## config.mk

```make
export PLATFORM = sky130hd
export DESIGN_NAME = decode_stage
export DESIGN_NICKNAME = d
export VERILOG_FILES = /design/src/rtl/cpu_pkg.sv /design/src/rtl/hazard_unit.sv /design/src/rtl/decode_stage.sv
export SDC_FILE = /design/constraint.sdc
export NUM_CORES = 1
export LEC_CHECK = 0
export ABC_AREA = 0
export CAP_MARGIN = 20
export CORE_MARGIN = 5
export CORE_UTILIZATION = 39
export CTS_BUF_LIST = sky130_fd_sc_hd__clkbuf_16
export DETAILED_ROUTE_END_ITERATION = 16
export MAX_ROUTING_LAYER = met4
export PLACE_DENSITY = 0.79
export SETUP_SLACK_MARGIN = 0.2
export SYNTH_ARGS = -nofsm -noshare
export SYNTH_HDL_FRONTEND = slang
export SYNTH_HIERARCHICAL = 1
export SYNTH_SLANG_ARGS = --single-unit
```

## constraint.sdc

```tcl
create_clock -name CLK -period 3 [get_ports CLK]
set_input_delay 0.45 -clock CLK [delete_from_list [all_inputs] [get_ports CLK]]
set_output_delay 0.45 -clock CLK [all_outputs]
set_load 0.05 [all_outputs]
```

## src/rtl/cpu_pkg.sv

```systemverilog
// Shared decode definitions for the NN CPU: opcodes, field positions and
// opcode-class predicates used by the decode stage and its hazard logic.
package cpu_pkg;

   localparam int OP_HI  = 31;
   localparam int OP_LO  = 26;
   localparam int RD_HI  = 25;
   localparam int RD_LO  = 21;
   localparam int RS_HI  = 20;
   localparam int RS_LO  = 16;
   localparam int RT_HI  = 15;
   localparam int RT_LO  = 11;
   localparam int IMM_HI = 15;
   localparam int IMM_LO = 0;

   localparam logic [5:0] OP_NOP  = 6'h00;
   localparam logic [5:0] OP_ADD  = 6'h01;
   localparam logic [5:0] OP_SUB  = 6'h02;
   localparam logic [5:0] OP_MUL  = 6'h03;
   localparam logic [5:0] OP_MAC  = 6'h04;
   localparam logic [5:0] OP_LD   = 6'h05;
   localparam logic [5:0] OP_ST   = 6'h06;
   localparam logic [5:0] OP_ADDI = 6'h07;
   localparam logic [5:0] OP_HALT = 6'h3F;

   typedef enum logic {
      RUN_ST  = 1'b0,
      HALT_ST = 1'b1
   } run_state_e;

   function automatic logic is_legal(input logic [5:0] op);
      return (op inside {OP_NOP, OP_ADD, OP_SUB, OP_MUL, OP_MAC,
                         OP_LD, OP_ST, OP_ADDI, OP_HALT});
   endfunction

   function automatic logic writes_rd(input logic [5:0] op);
      return (op inside {OP_ADD, OP_SUB, OP_MUL, OP_MAC, OP_LD, OP_ADDI});
   endfunction

   function automatic logic uses_rt(input logic [5:0] op);
      return (op inside {OP_ADD, OP_SUB, OP_MUL, OP_MAC, OP_ST});
   endfunction

endpackage

```

## src/rtl/hazard_unit.sv

```systemverilog
// Load-use compare between the instruction in ID and the load in ID/EX,
// plus the fetch stall that combines it with the halted condition.
module hazard_unit
   import cpu_pkg::*;
#(
   parameter int REG_AW = 5,
   parameter int OP_W   = 6
) (
   input  logic              rst,
   input  logic              halted,
   input  logic              valid_d,
   input  logic [OP_W-1:0]   op,
   input  logic [REG_AW-1:0] rs,
   input  logic [REG_AW-1:0] rt,
   input  logic              ex_valid,
   input  logic [OP_W-1:0]   ex_op,
   input  logic              ex_we,
   input  logic [REG_AW-1:0] ex_rd,
   output logic              load_use,
   output logic              stall_f
);

   // Load-use compare; rt only matters for ops that actually read it.
   always_comb begin
      load_use = valid_d & ~halted & ex_valid & (ex_op == OP_LD) & ex_we &
                 ((ex_rd == rs) | ((ex_rd == rt) & uses_rt(op)));
   end

   // Fetch holds on a load-use bubble or forever once halted; never in reset.
   always_comb begin
      stall_f = ~rst & (halted | load_use);
   end

endmodule

```

## src/rtl/decode_stage.sv

```systemverilog
// Instruction-decode stage: field decode, load-use / halt stall generation
// and the ID/EX pipeline register.
//
// state   | meaning
// RUN_ST  | decoding normally
// HALT_ST | HALT accepted; fetch frozen, ID/EX fed bubbles until reset
module decode_stage
   import cpu_pkg::*;
#(
   parameter int BUS_WIDTH = 32,
   parameter int REG_AW    = 5,
   parameter int OP_W      = 6
) (
   input  logic                 CLK,
   input  logic                 RST,
   input  logic [BUS_WIDTH-1:0] instr_d,
   input  logic [BUS_WIDTH-1:0] pc_d,
   input  logic                 valid_d,
   output logic                 stall_f,
   output logic [REG_AW-1:0]    rf_ra1,
   output logic [REG_AW-1:0]    rf_ra2,
   output logic                 ex_valid,
   output logic [OP_W-1:0]      ex_op,
   output logic [REG_AW-1:0]    ex_rd,
   output logic [REG_AW-1:0]    ex_rs,
   output logic [REG_AW-1:0]    ex_rt,
   output logic [BUS_WIDTH-1:0] ex_imm,
   output logic [BUS_WIDTH-1:0] ex_pc,
   output logic                 ex_we,
   output logic                 halted,
   output logic                 illegal,
   output logic [BUS_WIDTH-1:0] stall_cnt
);

   logic [OP_W-1:0]      op;
   logic [REG_AW-1:0]    rd;
   logic [REG_AW-1:0]    rs;
   logic [REG_AW-1:0]    rt;
   logic [BUS_WIDTH-1:0] imm_sx;
   logic                 load_use;
   logic                 op_legal;
   logic                 accept;
   run_state_e           state;
   run_state_e           state_nxt;

   // Field extraction and sign extension straight off the IF/ID register.
   always_comb begin
      op       = instr_d[OP_HI:OP_LO];
      rd       = instr_d[RD_HI:RD_LO];
      rs       = instr_d[RS_HI:RS_LO];
      rt       = instr_d[RT_HI:RT_LO];
      imm_sx   = {{(BUS_WIDTH-16){instr_d[IMM_HI]}}, instr_d[IMM_HI:IMM_LO]};
      op_legal = is_legal(op);
      rf_ra1   = rs;
      rf_ra2   = rt;
   end

   hazard_unit #(
      .REG_AW (REG_AW),
      .OP_W   (OP_W)
   ) u_hazard (
      .rst      (RST),
      .halted   (halted),
      .valid_d  (valid_d),
      .op       (op),
      .rs       (rs),
      .rt       (rt),
      .ex_valid (ex_valid),
      .ex_op    (ex_op),
      .ex_we    (ex_we),
      .ex_rd    (ex_rd),
      .load_use (load_use),
      .stall_f  (stall_f)
   );

   // An instruction is consumed when it is real, not stalled and not frozen.
   always_comb begin
      accept = valid_d & ~halted & ~load_use;
   end

   // Run/halt state register.
   always_ff @(posedge CLK) begin
      if (RST) state <= RUN_ST;
      else     state <= state_nxt;
   end

   // Halt is entered on the edge that loads a consumed HALT into ID/EX.
   always_comb begin
      state_nxt = state;
      if ((state == RUN_ST) && accept && (op == OP_HALT))
         state_nxt = HALT_ST;
   end

   // Halted flag decoded from state.
   always_comb begin
      halted = (state == HALT_ST);
   end

   // ID/EX register: bubble (all zero) unless a legal instruction is consumed.
   always_ff @(posedge CLK) begin
      if (RST || !(accept && op_legal)) begin
         ex_valid <= 1'b0;
         ex_op    <= '0;
         ex_rd    <= '0;
         ex_rs    <= '0;
         ex_rt    <= '0;
         ex_imm   <= '0;
         ex_pc    <= '0;
         ex_we    <= 1'b0;
      end else begin
         ex_valid <= 1'b1;
         ex_op    <= op;
         ex_rd    <= rd;
         ex_rs    <= rs;
         ex_rt    <= rt;
         ex_imm   <= imm_sx;
         ex_pc    <= pc_d;
         ex_we    <= writes_rd(op) & (rd != '0);
      end
   end

   // Sticky illegal flag, set only when the unknown opcode is actually consumed.
   always_ff @(posedge CLK) begin
      if (RST)                     illegal <= 1'b0;
      else if (accept && !op_legal) illegal <= 1'b1;
   end

   // Counts load-use bubbles only; halt bubbles are not counted.
   always_ff @(posedge CLK) begin
      if (RST)           stall_cnt <= '0;
      else if (load_use) stall_cnt <= stall_cnt + BUS_WIDTH'(1);
   end

endmodule

```

==> flow_metrics.tcl, run 1 <==
set metrics [dict create \
    status "finished clean" \
    grt_pass1_vias 3412 \
    ff2ff_path_depth 8 \
    htree_num_levels 3 \
    overflow 0 \
    finalWirelength_mm 10.9 \
    maxSlewHeadroom_pct 62.5 \
    cts_made_buffers 9 \
    via_per_inst 4.80 \
    die_h_um 109 \
    synth_flop_cell "dfxtp_1" \
    first_iter_violations 98 \
    first_pass_iters 4 \
    core_area_mm2 0.00968 \
    synth_commonest_cells "dfxtp_1, and2_1, buf_4, a21oi_1, nor2_1" \
    drc_errors 0 \
    fp-row-count 36 \
    period_needed_ps 2720 \
    gr-usage-all-layers_pct 18.8 \
    multi_input_area_mm2 0.00155 \
    yosysUniqueCellTypes 40 \
    clk_pin_slew_worst_paths_ps 70 \
    io-pin-count 199 \
    antenna_found_initial 0 \
    async_reset_ff_share_pct 0 \
    regArea_mm2 0.00201 \
    yosysMostFrequentCell "dfxtp_1" \
    critPathMaxFanout 2 \
    finalCritPeriodShare_pct 90.7 \
    maxCapViolations 0 \
    cp-start-kind "primary input" \
    r2r_setup_slack_ps 540 \
    area_growth_syn_to_layout_pct 62.0 \
    die_area_mm2 0.0119 \
    hold_viol 0 \
    worst_ep_required_time_ps 2550 \
    hold_depth 2 \
    n_antenna_cell 0 \
    holdCritStartpoint "instr_d[13]" \
    min_path_type "in -> reg" \
    critical_path_class "in -> out" \
    synth-edff-count 0 \
    io_buffers 198 \
    synth_area_per_cell_um2 9.96 \
    grt_max_degree 67 \
    irDropWorstVdd_mv 0.347 \
    yosysWarnings 6 \
    cp-end-kind "output pin" \
    final_nets 636 \
    gp_congestion 0.839 \
    synth_area_leaders "dfxtp_1, and2_1, buf_4, xor2_1, o31ai_1" \
    fmax_mhz 367 \
    netlist_instances 384 \
    arrival_ps 2270 \
    dieWidth_um 109 \
    clock_skew_ps 10.0 \
    ant_nets 0 \
    reg2reg_from "ex_op[3]" \
    grt_pass1_wl_mm 16.9 \
    leakage_nw 2.26 \
    holdBufCountCts 0 \
    place_ws_ps -241 \
    cts_buffer_depth 2 \
    setup_slack_ps 278 \
    cts_sinks 100 \
    synth_top_cell_by_area "dfxtp_1" \
    holdPathEnd "ex_rt[2]" \
    synth_top_area_share_pct 52.3 \
    cts_root_buf "clkbuf_16" \
    hold_slack_ps 416 \
    hpwl_mm 8.37 \
    synth_seq_area_share_pct 52.3 \
    rsz0062_at_grt "yes" \
    n_fill_cell 777 \
    setup_violations 0 \
    cts_tree "yes" \
    synth_area_mm2 0.00383 \
    insertion_delay_ps 340 \
    tightest_slew_ps 560 \
    synth_nets 452 \
    r2r-end "stall_cnt[20]" \
    wl_per_cell_um 15.5 \
    synth-seq-cells 100 \
    power_density_mw_per_mm2 431 \
    slew_viol_final 0 \
    initial_core_util_pct 39.5 \
    drive_gt1_share_pct 10.5 \
    dr_total_vias 3391 \
]
[layer usage]
layer / vias to the layer above / global-route usage (%) / wire, µm
li1: 1659 / - / -
met5: - / - / 0
met2: 138 / 32.8 / 5710
met3: 22 / 5.15 / 712
met4: 0 / 6.31 / 225
met1: 1572 / 20.6 / 4280
[flip-flops by register name (all words and copies together), names as in the netlist]
register,count
stall_cnt,32
ex_imm,11
ex_rs,5
ex_we,1
illegal,1
ex_rd,5
ex_valid,1
ex_rt,5
halted,1
ex_op,6
ex_pc,32
[kinds of logic after synthesis]
kind of cell / synth area share, %
and+or+nand+nor: 25.5
DFF: 52.3
buffers and inverters: 8.47
AOI/OAI and AO/OA: 7.82
xor gates and xnor gates: 5.26
muxes: 0.262
adders and majority gates: 0.327
[worst max-delay path by stage]
stage               slack (ps)         from             to
floorplan                  210  instr_d[28]  stall_cnt[27]
global placement          -150  instr_d[28]  stall_cnt[20]
detailed placement        -240  instr_d[28]  stall_cnt[20]
CTS                        210  instr_d[28]  stall_cnt[20]
global route               180  instr_d[14]  stall_cnt[17]
finish                     280  instr_d[30]        stall_f
[worst max-delay path: stages]
cell and delay (ps):
clkdlybuf4s50_1 460, a2111oi_4 290, and3_1 220, a22oi_2 100, buf_4 150, buf_4 120
o31ai_2 290, buf_12 180
[stage by stage]
step	instances	util [%]	area [µm²]	total power (W)	TNS (ps)
after global placement	689	60.6	5870	0.00164	-681
after CTS	705	63.6	6150	0.00269	0
after floorplan	384	-	3830	0.00150	0
after global routing	706	64.0	6200	0.00276	0
final	706	64.0	6200	0.00267	0
after detailed placement	689	60.6	5870	0.00164	-2600
[final cells by class]
| type | instances | share of cell area (%) |
|---|---|---|
| well taps | 133 | 2.69 |
| clock buffers | 9 | 3.63 |
| flip-flops and latches | 100 | 32.4 |
| multi-input cells | 231 | 25.0 |
| clock inverters | 7 | 0.727 |
| repair buffers | 222 | 35.4 |
| inverters | 4 | 0.242 |
[cell usage in the layout (no fill, tap or decap), drive strengths merged, types with 3 or more instances in the layout]
cell | synthesis | layout
nor4 | 6 | 6
and3 | 3 | 3
nor3 | 6 | 6
clkdlybuf4s50 | 0 | 193
buf | 34 | 25
nand3 | 10 | 10
clkbuf | 15 | 9
xor2 | 13 | 13
and4 | 5 | 5
xnor2 | 10 | 10
dfxtp | 100 | 100
o21ai | 4 | 4
nand2 | 12 | 12
inv | 4 | 5
a21oi | 20 | 20
dlymetal6s2s | 0 | 3
or3 | 6 | 6
nor2 | 18 | 18
clkinv | 0 | 5
o31ai | 16 | 16
or4 | 16 | 16
nand4 | 8 | 8
and2 | 64 | 64
[timing repair]
action                     4_1_cts  5_1_grt
pin swaps                        2        5
resized for setup                4        8
setup endpoints to repair       12       14
setup buffers                    0        1
[power breakdown]
part	internal, W	switching (W)	leakage, nW
registers	0.00134	0.00000517	0.809
logic	0.000133	0.000135	1.32
clock network	0.000558	0.000498	0.132
Note: power is estimated with default switching activity, not from simulation.
==> run 2: changes to the inputs <==
--- a/config.mk
+++ b/config.mk
@@ -11,7 +11,6 @@
 export CORE_UTILIZATION = 39
 export CTS_BUF_LIST = sky130_fd_sc_hd__clkbuf_16
 export DETAILED_ROUTE_END_ITERATION = 16
-export MAX_ROUTING_LAYER = met4
 export PLACE_DENSITY = 0.79
 export SETUP_SLACK_MARGIN = 0.2
 export SYNTH_ARGS = -nofsm -noshare
==> run 2 against run 1 <==
First-iteration DRC count is 14% lower. Worst hold slack better by 4.7 ps. Routed wire length is 0.39% lower. Sequential power is essentially flat. Critical path type unchanged. Critical endpoint unchanged.
==> flow_metrics.tcl, run 2 (synthesized netlist as in run 1, its figures left out) <==
set metrics [dict create \
    cts_made_buffers 9 \
    worst_ep_required_time_ps 2550 \
    irDropWorstVdd_mv 0.343 \
    area_growth_syn_to_layout_pct 62.0 \
    regArea_mm2 0.00201 \
    layout_commonest_cell "clkdlybuf4s50_1" \
    cp-start-kind "primary input" \
    overflow 0 \
    io_buffers 198 \
    finalWirelength_mm 10.9 \
    maxSlewHeadroom_pct 62.6 \
    dieWidth_um 109 \
    startpoint "instr_d[14]" \
    tightest_slew_ps 560 \
    cp-end-kind "output pin" \
    cts_root_buf "clkbuf_16" \
    n_antenna_cell 0 \
    cts_tree "yes" \
    n_fill_cell 777 \
    core_area_mm2 0.00968 \
    hpwl_mm 8.37 \
    status "finished clean" \
    ant_nets 0 \
    hold_slack_ps 421 \
    wl_per_cell_um 15.4 \
    first_pass_iters 4 \
    place_ws_ps -241 \
    holdBufCountCts 0 \
    die_h_um 109 \
    reg2reg_from "ex_rd[2]" \
    min_path_type "in -> reg" \
    final_cell_mix "clkdlybuf4s50_1, dfxtp_1, and2_1, buf_4, a21oi_1" \
    maxCapViolations 0 \
    grt_pass1_wl_mm 17.0 \
    arrival_ps 2310 \
    fmax_mhz 362 \
    multi_input_area_mm2 0.00155 \
    dp_cells 689 \
    grt_max_degree 67 \
    finalCritPeriodShare_pct 92.0 \
    critPathMaxFanout 2 \
    clk_pin_slew_worst_paths_ps 70 \
    critical_path_class "in -> out" \
    drc_errors 0 \
    clock_skew_ps 10.7 \
    period_needed_ps 2760 \
    die_area_mm2 0.0119 \
    ff2ff_path_depth 9 \
    gr-usage-all-layers_pct 18.2 \
    fp-row-count 36 \
    dr_total_vias 3383 \
    drive_gt1_share_pct 10.5 \
    cts_buffer_depth 2 \
    r2r-end "stall_cnt[20]" \
    first_iter_violations 84 \
    power_density_mw_per_mm2 430 \
    leakage_nw 2.26 \
    final_nets 636 \
    antenna_found_initial 0 \
    cts_sinks 100 \
    via_per_inst 4.79 \
    slew_viol_final 0 \
    setup_violations 0 \
    cp-endpoint "stall_f" \
    htree_num_levels 3 \
    top_regs "ex_pc: 32 flops, stall_cnt: 32 flops, ex_imm: 11 flops" \
    rsz0062_at_grt "yes" \
    setup_slack_ps 240 \
    initial_core_util_pct 39.5 \
    gp_congestion 0.827 \
    hold_viol 0 \
    insertion_delay_ps 340 \
    grt_pass1_vias 3397 \
    finalNonFillerCells 706 \
    r2r_setup_slack_ps 500 \
    io-pin-count 199 \
]
-- run 2: cell counts in the layout (fill, tap and decap cells not counted) --
Identical to the previous run, type by type.
-- run 2: repair_timing --
action | in CTS | in global routing
endpoints found under the setup margin | 12 | 14
setup buffers | 0 | 1
pin swaps | 2 | 5
resized for setup | 4 | 8
hold endpoints to repair | 0 | 0
-- run 2: per-stage QoR --
stage,power [W],area (µm²),setup TNS (ps),utilization (%)
final,0.00266,6200,0,64.0
after global routing,0.00276,6200,0,64.0
after CTS,0.00269,6150,0,63.6
after detailed placement,0.00164,5870,-2600,60.6
after global placement,0.00164,5870,-681,60.6
after floorplan,0.00150,3830,0,-
-- run 2: where the power goes --
part	switching, W	internal (W)
clock network	0.000495	0.000558
registers	0.00000515	0.00134
logic	0.000135	0.000133
total	0.000635	0.00203
-- run 2: worst min path at each step --
| stage | from | end | cells past startpoint |
|---|---|---|---|
| floorplan | instr_d[21] | ex_rd[0] | 1 |
| global placement | illegal | illegal | 2 |
| detailed placement | illegal | illegal | 2 |
| CTS | illegal | illegal | 2 |
| global route | instr_d[13] | ex_rt[2] | 2 |
| finish | instr_d[13] | ex_rt[2] | 2 |
-- run 2: layer usage --
metal	up-vias	track usage, %	wire length [µm]
met4	0	6.04	198
met3	19	6.28	853
li1	1662	-	-
met1	1573	19.9	4090
met2	129	32.9	5740
met5	-	0	0
-- run 2: cell type report --
| class | count | area share, % |
|---|---|---|
| clock buffer | 9 | 3.63 |
| clock inverter | 7 | 0.727 |
| inverter | 4 | 0.242 |
| multi-input combinational | 231 | 25.0 |
| sequential | 100 | 32.4 |
| tap | 133 | 2.69 |
| timing repair buffer | 222 | 35.4 |
-- run 2: worst max-delay path: stages --
cell             delay (ps)
clkdlybuf4s50_1         450
xor2_1                  170
nor4_2                  340
a22oi_2                 150
buf_4                   150
buf_4                   120
o31ai_2                 290
buf_12                  180
